[src/rtl/gpr_bus_pkg.sv]
// gpr_bus_pkg
//   Shared sizing constants and the FSM state type for the GPR bus master.
//   NREG : number of GPRs on the shared buses (x0 is hardwired zero)
//   XLEN : width of buses A/B/C and of the broadcast write data
//   IDXW : register index width, log2(NREG)
package gpr_bus_pkg;

  localparam int NREG = 32;
  localparam int XLEN = 32;
  localparam int IDXW = 5;

  typedef enum logic [1:0] {
    IDLE = 2'd0,
    READ = 2'd1,
    HOLD = 2'd2
  } gpr_state_e;

endpackage

[src/rtl/gpr_onehot_dec.sv]
// gpr_onehot_dec
//   Index-to-one-hot decoder used for every enable vector on the GPR buses.
//   Ports:
//     en     in   1      when low the output is all zeros
//     idx    in   IDXW   register index to select
//     onehot out  NREG   bit idx set when en is high, otherwise zero
module gpr_onehot_dec #(
  parameter int NREG = 32,
  parameter int IDXW = 5
) (
  input  logic            en,
  input  logic [IDXW-1:0] idx,
  output logic [NREG-1:0] onehot
);

  for (genvar gi = 0; gi < NREG; gi++) begin : g_bit
    assign onehot[gi] = en && (idx == IDXW'(gi));
  end

endmodule

[src/rtl/gpr_bus_master.sv]
// gpr_bus_master
//   Register-file side master of the shared tri-state GPR buses. Accepts an
//   operand-fetch request (rs1, rs2), drives one-hot read enables on buses
//   A and B for one cycle, captures the resolved bus values and presents
//   them over a valid/ready handshake. Writebacks are broadcast every cycle
//   they occur; a read that hits the in-flight write is served from bus C.
//   Ports:
//     clk, rst                        clock, async active-high reset
//     req_valid/req_ready/req_rs1/req_rs2   operand-fetch request
//     rsp_valid/rsp_ready/rsp_op_a/rsp_op_b operand response
//     wb_valid/wb_rd/wb_data          writeback (never stalled)
//     gpr_wt_data                     broadcast write data to all GPRs
//     rd_A_en/rd_B_en/wt_en/through_C_en   one-hot bus enables
//     bus_A/bus_B/bus_C               resolved bus values
module gpr_bus_master #(
  parameter int NREG = gpr_bus_pkg::NREG,
  parameter int XLEN = gpr_bus_pkg::XLEN,
  parameter int IDXW = gpr_bus_pkg::IDXW
) (
  input  logic            clk,
  input  logic            rst,
  input  logic            req_valid,
  output logic            req_ready,
  input  logic [IDXW-1:0] req_rs1,
  input  logic [IDXW-1:0] req_rs2,
  output logic            rsp_valid,
  input  logic            rsp_ready,
  output logic [XLEN-1:0] rsp_op_a,
  output logic [XLEN-1:0] rsp_op_b,
  input  logic            wb_valid,
  input  logic [IDXW-1:0] wb_rd,
  input  logic [XLEN-1:0] wb_data,
  output logic [XLEN-1:0] gpr_wt_data,
  output logic [NREG-1:0] rd_A_en,
  output logic [NREG-1:0] rd_B_en,
  output logic [NREG-1:0] wt_en,
  output logic [NREG-1:0] through_C_en,
  input  logic [XLEN-1:0] bus_A,
  input  logic [XLEN-1:0] bus_B,
  input  logic [XLEN-1:0] bus_C
);

  import gpr_bus_pkg::*;

  gpr_state_e      state_reg, state_next;
  logic [IDXW-1:0] rs1_reg, rs2_reg;
  logic [XLEN-1:0] op_a_reg, op_b_reg;

  logic load_req;
  logic rd_phase;
  logic wb_hit;
  logic byp_a, byp_b;

  // Next-state and handshake logic.
  always_comb begin
    state_next = state_reg;
    req_ready  = 1'b0;
    load_req   = 1'b0;
    rd_phase   = 1'b0;
    case (state_reg)
      IDLE: begin
        req_ready = 1'b1;
        if (req_valid) begin
          load_req   = 1'b1;
          state_next = READ;
        end
      end
      READ: begin
        rd_phase   = 1'b1;
        state_next = HOLD;
      end
      HOLD: begin
        // A new request can only enter while the current response leaves.
        req_ready = rsp_ready;
        if (rsp_ready) begin
          if (req_valid) begin
            load_req   = 1'b1;
            state_next = READ;
          end else begin
            state_next = IDLE;
          end
        end
      end
      default: state_next = IDLE;
    endcase
  end

  assign rsp_valid = (state_reg == HOLD);
  assign rsp_op_a  = op_a_reg;
  assign rsp_op_b  = op_b_reg;

  // x0 is never written, so it never needs the through path.
  assign wb_hit = wb_valid && (wb_rd != '0);
  assign byp_a  = rd_phase && wb_hit && (wb_rd == rs1_reg);
  assign byp_b  = rd_phase && wb_hit && (wb_rd == rs2_reg);

  assign gpr_wt_data = wb_data;

  // Every enable is gated by rst so nothing drives the buses during reset,
  // including the purely combinational writeback path.
  gpr_onehot_dec #(.NREG(NREG), .IDXW(IDXW)) u_dec_a (
    .en     (rd_phase && !byp_a && !rst),
    .idx    (rs1_reg),
    .onehot (rd_A_en)
  );

  gpr_onehot_dec #(.NREG(NREG), .IDXW(IDXW)) u_dec_b (
    .en     (rd_phase && !byp_b && !rst),
    .idx    (rs2_reg),
    .onehot (rd_B_en)
  );

  gpr_onehot_dec #(.NREG(NREG), .IDXW(IDXW)) u_dec_w (
    .en     (wb_valid && !rst),
    .idx    (wb_rd),
    .onehot (wt_en)
  );

  // Both operands may hit the same write; C carries it once for both.
  gpr_onehot_dec #(.NREG(NREG), .IDXW(IDXW)) u_dec_c (
    .en     ((byp_a || byp_b) && !rst),
    .idx    (wb_rd),
    .onehot (through_C_en)
  );

  always_ff @(posedge clk or posedge rst) begin
    if (rst) begin
      state_reg <= IDLE;
      rs1_reg   <= '0;
      rs2_reg   <= '0;
      op_a_reg  <= '0;
      op_b_reg  <= '0;
    end else begin
      state_reg <= state_next;
      if (load_req) begin
        rs1_reg <= req_rs1;
        rs2_reg <= req_rs2;
      end
      if (rd_phase) begin
        op_a_reg <= byp_a ? bus_C : bus_A;
        op_b_reg <= byp_b ? bus_C : bus_B;
      end
    end
  end

endmodule
[config.mk]
export PLATFORM = sky130hd
export DESIGN_NAME = gpr_bus_master
export DESIGN_NICKNAME = d
export VERILOG_FILES = /design/src/rtl/gpr_bus_pkg.sv /design/src/rtl/gpr_onehot_dec.sv /design/src/rtl/gpr_bus_master.sv
export SDC_FILE = /design/constraint.sdc
export NUM_CORES = 1
export LEC_CHECK = 0
export CAP_MARGIN = 20
export CORE_AREA = 2 2 147 149
export CTS_BUF_LIST = sky130_fd_sc_hd__clkbuf_2
export CTS_CLUSTER_DIAMETER = 150
export DETAILED_ROUTE_END_ITERATION = 8
export DIE_AREA = 0 0 149 151
export HOLD_SLACK_MARGIN = 0.06
export PLACE_DENSITY = 0.63
export RECOVER_POWER = 100
export SKIP_LAST_GASP = 1
export SYNTH_ARGS = -nofsm -noshare
export SYNTH_HDL_FRONTEND = slang
export SYNTH_HIERARCHICAL = 1
export SYNTH_SLANG_ARGS = --single-unit
[constraint.sdc]
create_clock -name clk -period 3.2 [get_ports clk]
set_input_delay 0.32 -clock clk [delete_from_list [all_inputs] [get_ports clk]]
set_output_delay 0.32 -clock clk [all_outputs]
set_load 0.05 [all_outputs]
==> metrics.csv <==
stage,metric,value,unit
synth,Syn Area/Cell,8.03,µm²
sta,Setup Skew,23.5,ps
synth,Synth Net Count,792,
power,switching share of power,50.9,%
power,Final Total Pwr,5.54,mW
setup_path,CP Launch Type,input pin,
sta,Final Critical Period,3150,ps
power,Cell Pwr Density,595,mW/mm²
finish,fin cells,1199,
clocking,"Reg clk slew, reported paths",230,ps
setup_path,Crit. End Element,output port,
placement,hpwl dp,17100,µm
drt,# DRC,0,
placement,GPL Wtd Cong,0.815,
drt,drt wl/cell,19.4,µm
floorplan,die width,149,µm
synth,simple-gate area share of the yosys netlist,35.4,%
sta,max frequency,0.317,GHz
clocking,hold_buf cts,0,
synth,Synth Area in Compound Gates,13.8,%
power,Internal,2.72,mW
clocking,clk sinks,76,
sta,Setup Viol. Count Final,0,
synth,xor/xnor cell area share of the yosys netlist,1.69,%
drt,1st-iter DRT viols,292,
setup_path,worst-path cell chain,"clkdlybuf4s50_1, or4_4, o211ai_4, nor3_4, nor3_1, buf_4, or4b_4, nor2_2, buf_12",
synth,largest cells by area after synthesis,"dfrtp_1, nor2_1, nand4_1",
synth,Synth Area in Adders,0,%
synth,Synth area leader,dfrtp_1,
floorplan,num ports,374,
worst_hold_path,Worst Hold Class,in2reg,
power,Flop pwr share,27.8,%
finish,design area,0.00931,mm²
synth,Yosys Warn Count,6,
global_route,met1 Use GR,24.4,%
global_route,first-pass GRT wire length,34700,µm
power,Net Sw Power,2.82,mW
global_route,overall routing resource usage,20.0,%
sta,pins over their slew limit,39,
sta,setup TNS,0,ps
drt,Routed WL,23200,µm
power,Logic pwr share,60.9,%
synth,post-synthesis cell type count,35,
floorplan,CORE AREA,0.0208,mm²
floorplan,Die Y,151,µm
placement,placed cells,1167,
clocking,clock root cell,clkbuf_2,
placement,IO buf count,309,
setup_path,CP Class,in2out,
placement,dpl ws,-66.9,ps
clocking,clk_lat worst skew,550,ps
drt,post-route ant nets,0,
sta,final hold violation count,0,
setup_path,Reg2Reg Setup Slack,1100,ps
finish,area growth from synthesis to layout,79.9,%
setup_path,"Slowest-stage cell, CP",or4_4,
floorplan,die footprint,0.0225,mm²
finish,layout cells sized above 1,27.7,%
clocking,Max clock buf depth,2,
status,outcome,finished with violations,
global_route,total congestion overflow,0,
sta,final setup margin,47.2,ps
sta,relative slew slack,-54.2,%
global_route,largest net degree at the start of global routing,86,
floorplan,Starting Density,24.8,%
setup_path,peak per-stage delay on the critical path,570,ps
global_route,M3 GR Usage,5.21,%
global_route,grt peak-use layer,met2,
floorplan,Rows,53,
setup_path,Critical Path AT,2830,ps
power,maximum vdd drop,0.215,mV
clocking,H-tree Lvls,3,
setup_path,data required time at the worst endpoint,2880,ps
global_route,number of global-route vias before repair,5950,
status,failing checks,"capacitance limit, slew limit",
setup_path,CP max FO,4,
synth,largest family of logic cells by synthesized area,simple AND/OR/NAND/NOR gates,
finish,"most common cell after layout, fill and taps aside",clkdlybuf4s50_1,
synth,top cell type's share of synthesized area,36.8,%
sta,Worst-Margin Slew,2310,ps
placement,dpl cell area,0.00894,mm²
global_route,initial antenna violation count,1,
drt,vias,5988,
synth,register area share after synthesis,36.8,%
drt,Pre-Repair DR Iteration Count,5,
finish,"commonest non-fill, non-tap cells in the layout","clkdlybuf4s50_1, nor2_1, buf_4, nand2_1, buf_12",
finish,fin util,44.7,%
synth,multiplexer share of the synthesized area,2.18,%
synth,"Cell Area, Synth",0.00517,mm²
run,max-cap violations,1,
sta,hold slack,297,ps
synth,Syn Inst Count,644,
sta,Tcrit/Tclk final,98.5,%
sta,unrepaired setup endpoints after global routing,true,
power,leak pwr,3.58,nW
global_route,GR met2 Demand/Resource,33.6,%
power,share of total power in the clock network,11.4,%
synth,Synth Register Bits,76,
drt,vias per cell,4.99,
clocking,Num CTS Buffers,9,
finish,fin nets,1067,
clocking,CTS tree,yes,
==> Yosys cell counts <==
cell,count
buf_1,6
mux2_2,10
nand2b_1,10
nor3_2,2
nor3_1,1
buf_2,10
o211ai_2,12
or2_2,2
nor3_4,1
o211ai_1,31
a31oi_1,21
dfrtp_1,76
or4b_4,4
nand4_1,68
o211ai_4,1
nand4bb_1,12
nor2_1,151
and2_1,1
nand2_1,90
o21a_1,1
xor2_1,4
o31ai_1,21
nand3_1,2
or4_4,1
inv_1,1
o211a_1,1
o21ai_0,1
and3_1,2
nor2b_1,4
clkbuf_1,37
xnor2_1,6
buf_4,32
nand4b_1,12
or2_1,4
buf_6,6
==> critical path: cells and delay by family <==
family / cells / cell delay (ps)
buffers and inverters: 3 / 730
AND/OR/NAND/NOR: 5 / 1510
AO/OA/AOI/OAI: 1 / 260
==> kinds of logic (layout without fill, tap and decap cells) <==
logic type                after synthesis  after routing
and+or+nand+nor                       367            367
buffers and inverters                  92            371
AOI/OAI and AO/OA                      89             89
DFF                                    76             76
xor gates and xnor gates               10             10
muxes                                  10             10
other                                   0              1
==> layer usage <==
layer / vias to the layer above / wire [µm]
li1: 2803 / -
met1: 2877 / 9340
met2: 268 / 11300
met3: 40 / 1910
met4: 0 / 697
met5: - / 0
==> worst paths after layout <==
kind,cells after the start,from,endpoint
setup / recovery,9,wb_rd[1],rd_A_en[1]
hold / removal,3,bus_A[7],rsp_op_a[7]
setup reg to reg,5,state_reg[1],rs2_reg[3]
hold reg to reg,2,rsp_op_b[19],rsp_op_b[19]
max in group asynchronous,4,rst,rs1_reg[4]
min in group asynchronous,3,rst,rs2_reg[1]
==> final cells by class <==
cell class | instances | area [µm²]
fillers | 2063 | 11500
repair buffers | 355 | 4030
multi-input cells | 476 | 2890
flip-flops and latches | 76 | 1910
well taps | 275 | 344
clock inverters | 5 | 76.3
clock buffers | 10 | 50.0
inverters | 1 | 7.51
diodes | 1 | 2.50
==> power by group through the flow <==
| stage | combinational (mW) | clock, mW | sequential, mW |
|---|---|---|---|
| 2_1_floorplan | 1.01 | 0 | 2.68 |
| 4_1_cts | 3.34 | 0.659 | 1.55 |
| 3_3_place_gp | 3.25 | 0 | 1.58 |
| 6_report | 3.37 | 0.630 | 1.54 |
| 3_5_place_dp | 3.27 | 0 | 1.59 |
| 5_1_grt | 3.56 | 0.689 | 1.59 |
==> what timing repair did <==
| item | CTS | global route |
|---|---|---|
| gates resized for setup | 25 | 16 |
| pin swaps | 5 | 7 |
| endpoints found under the setup margin | 40 | 42 |
| setup buffers | 6 | 10 |
(Power assumes the default switching activity.)
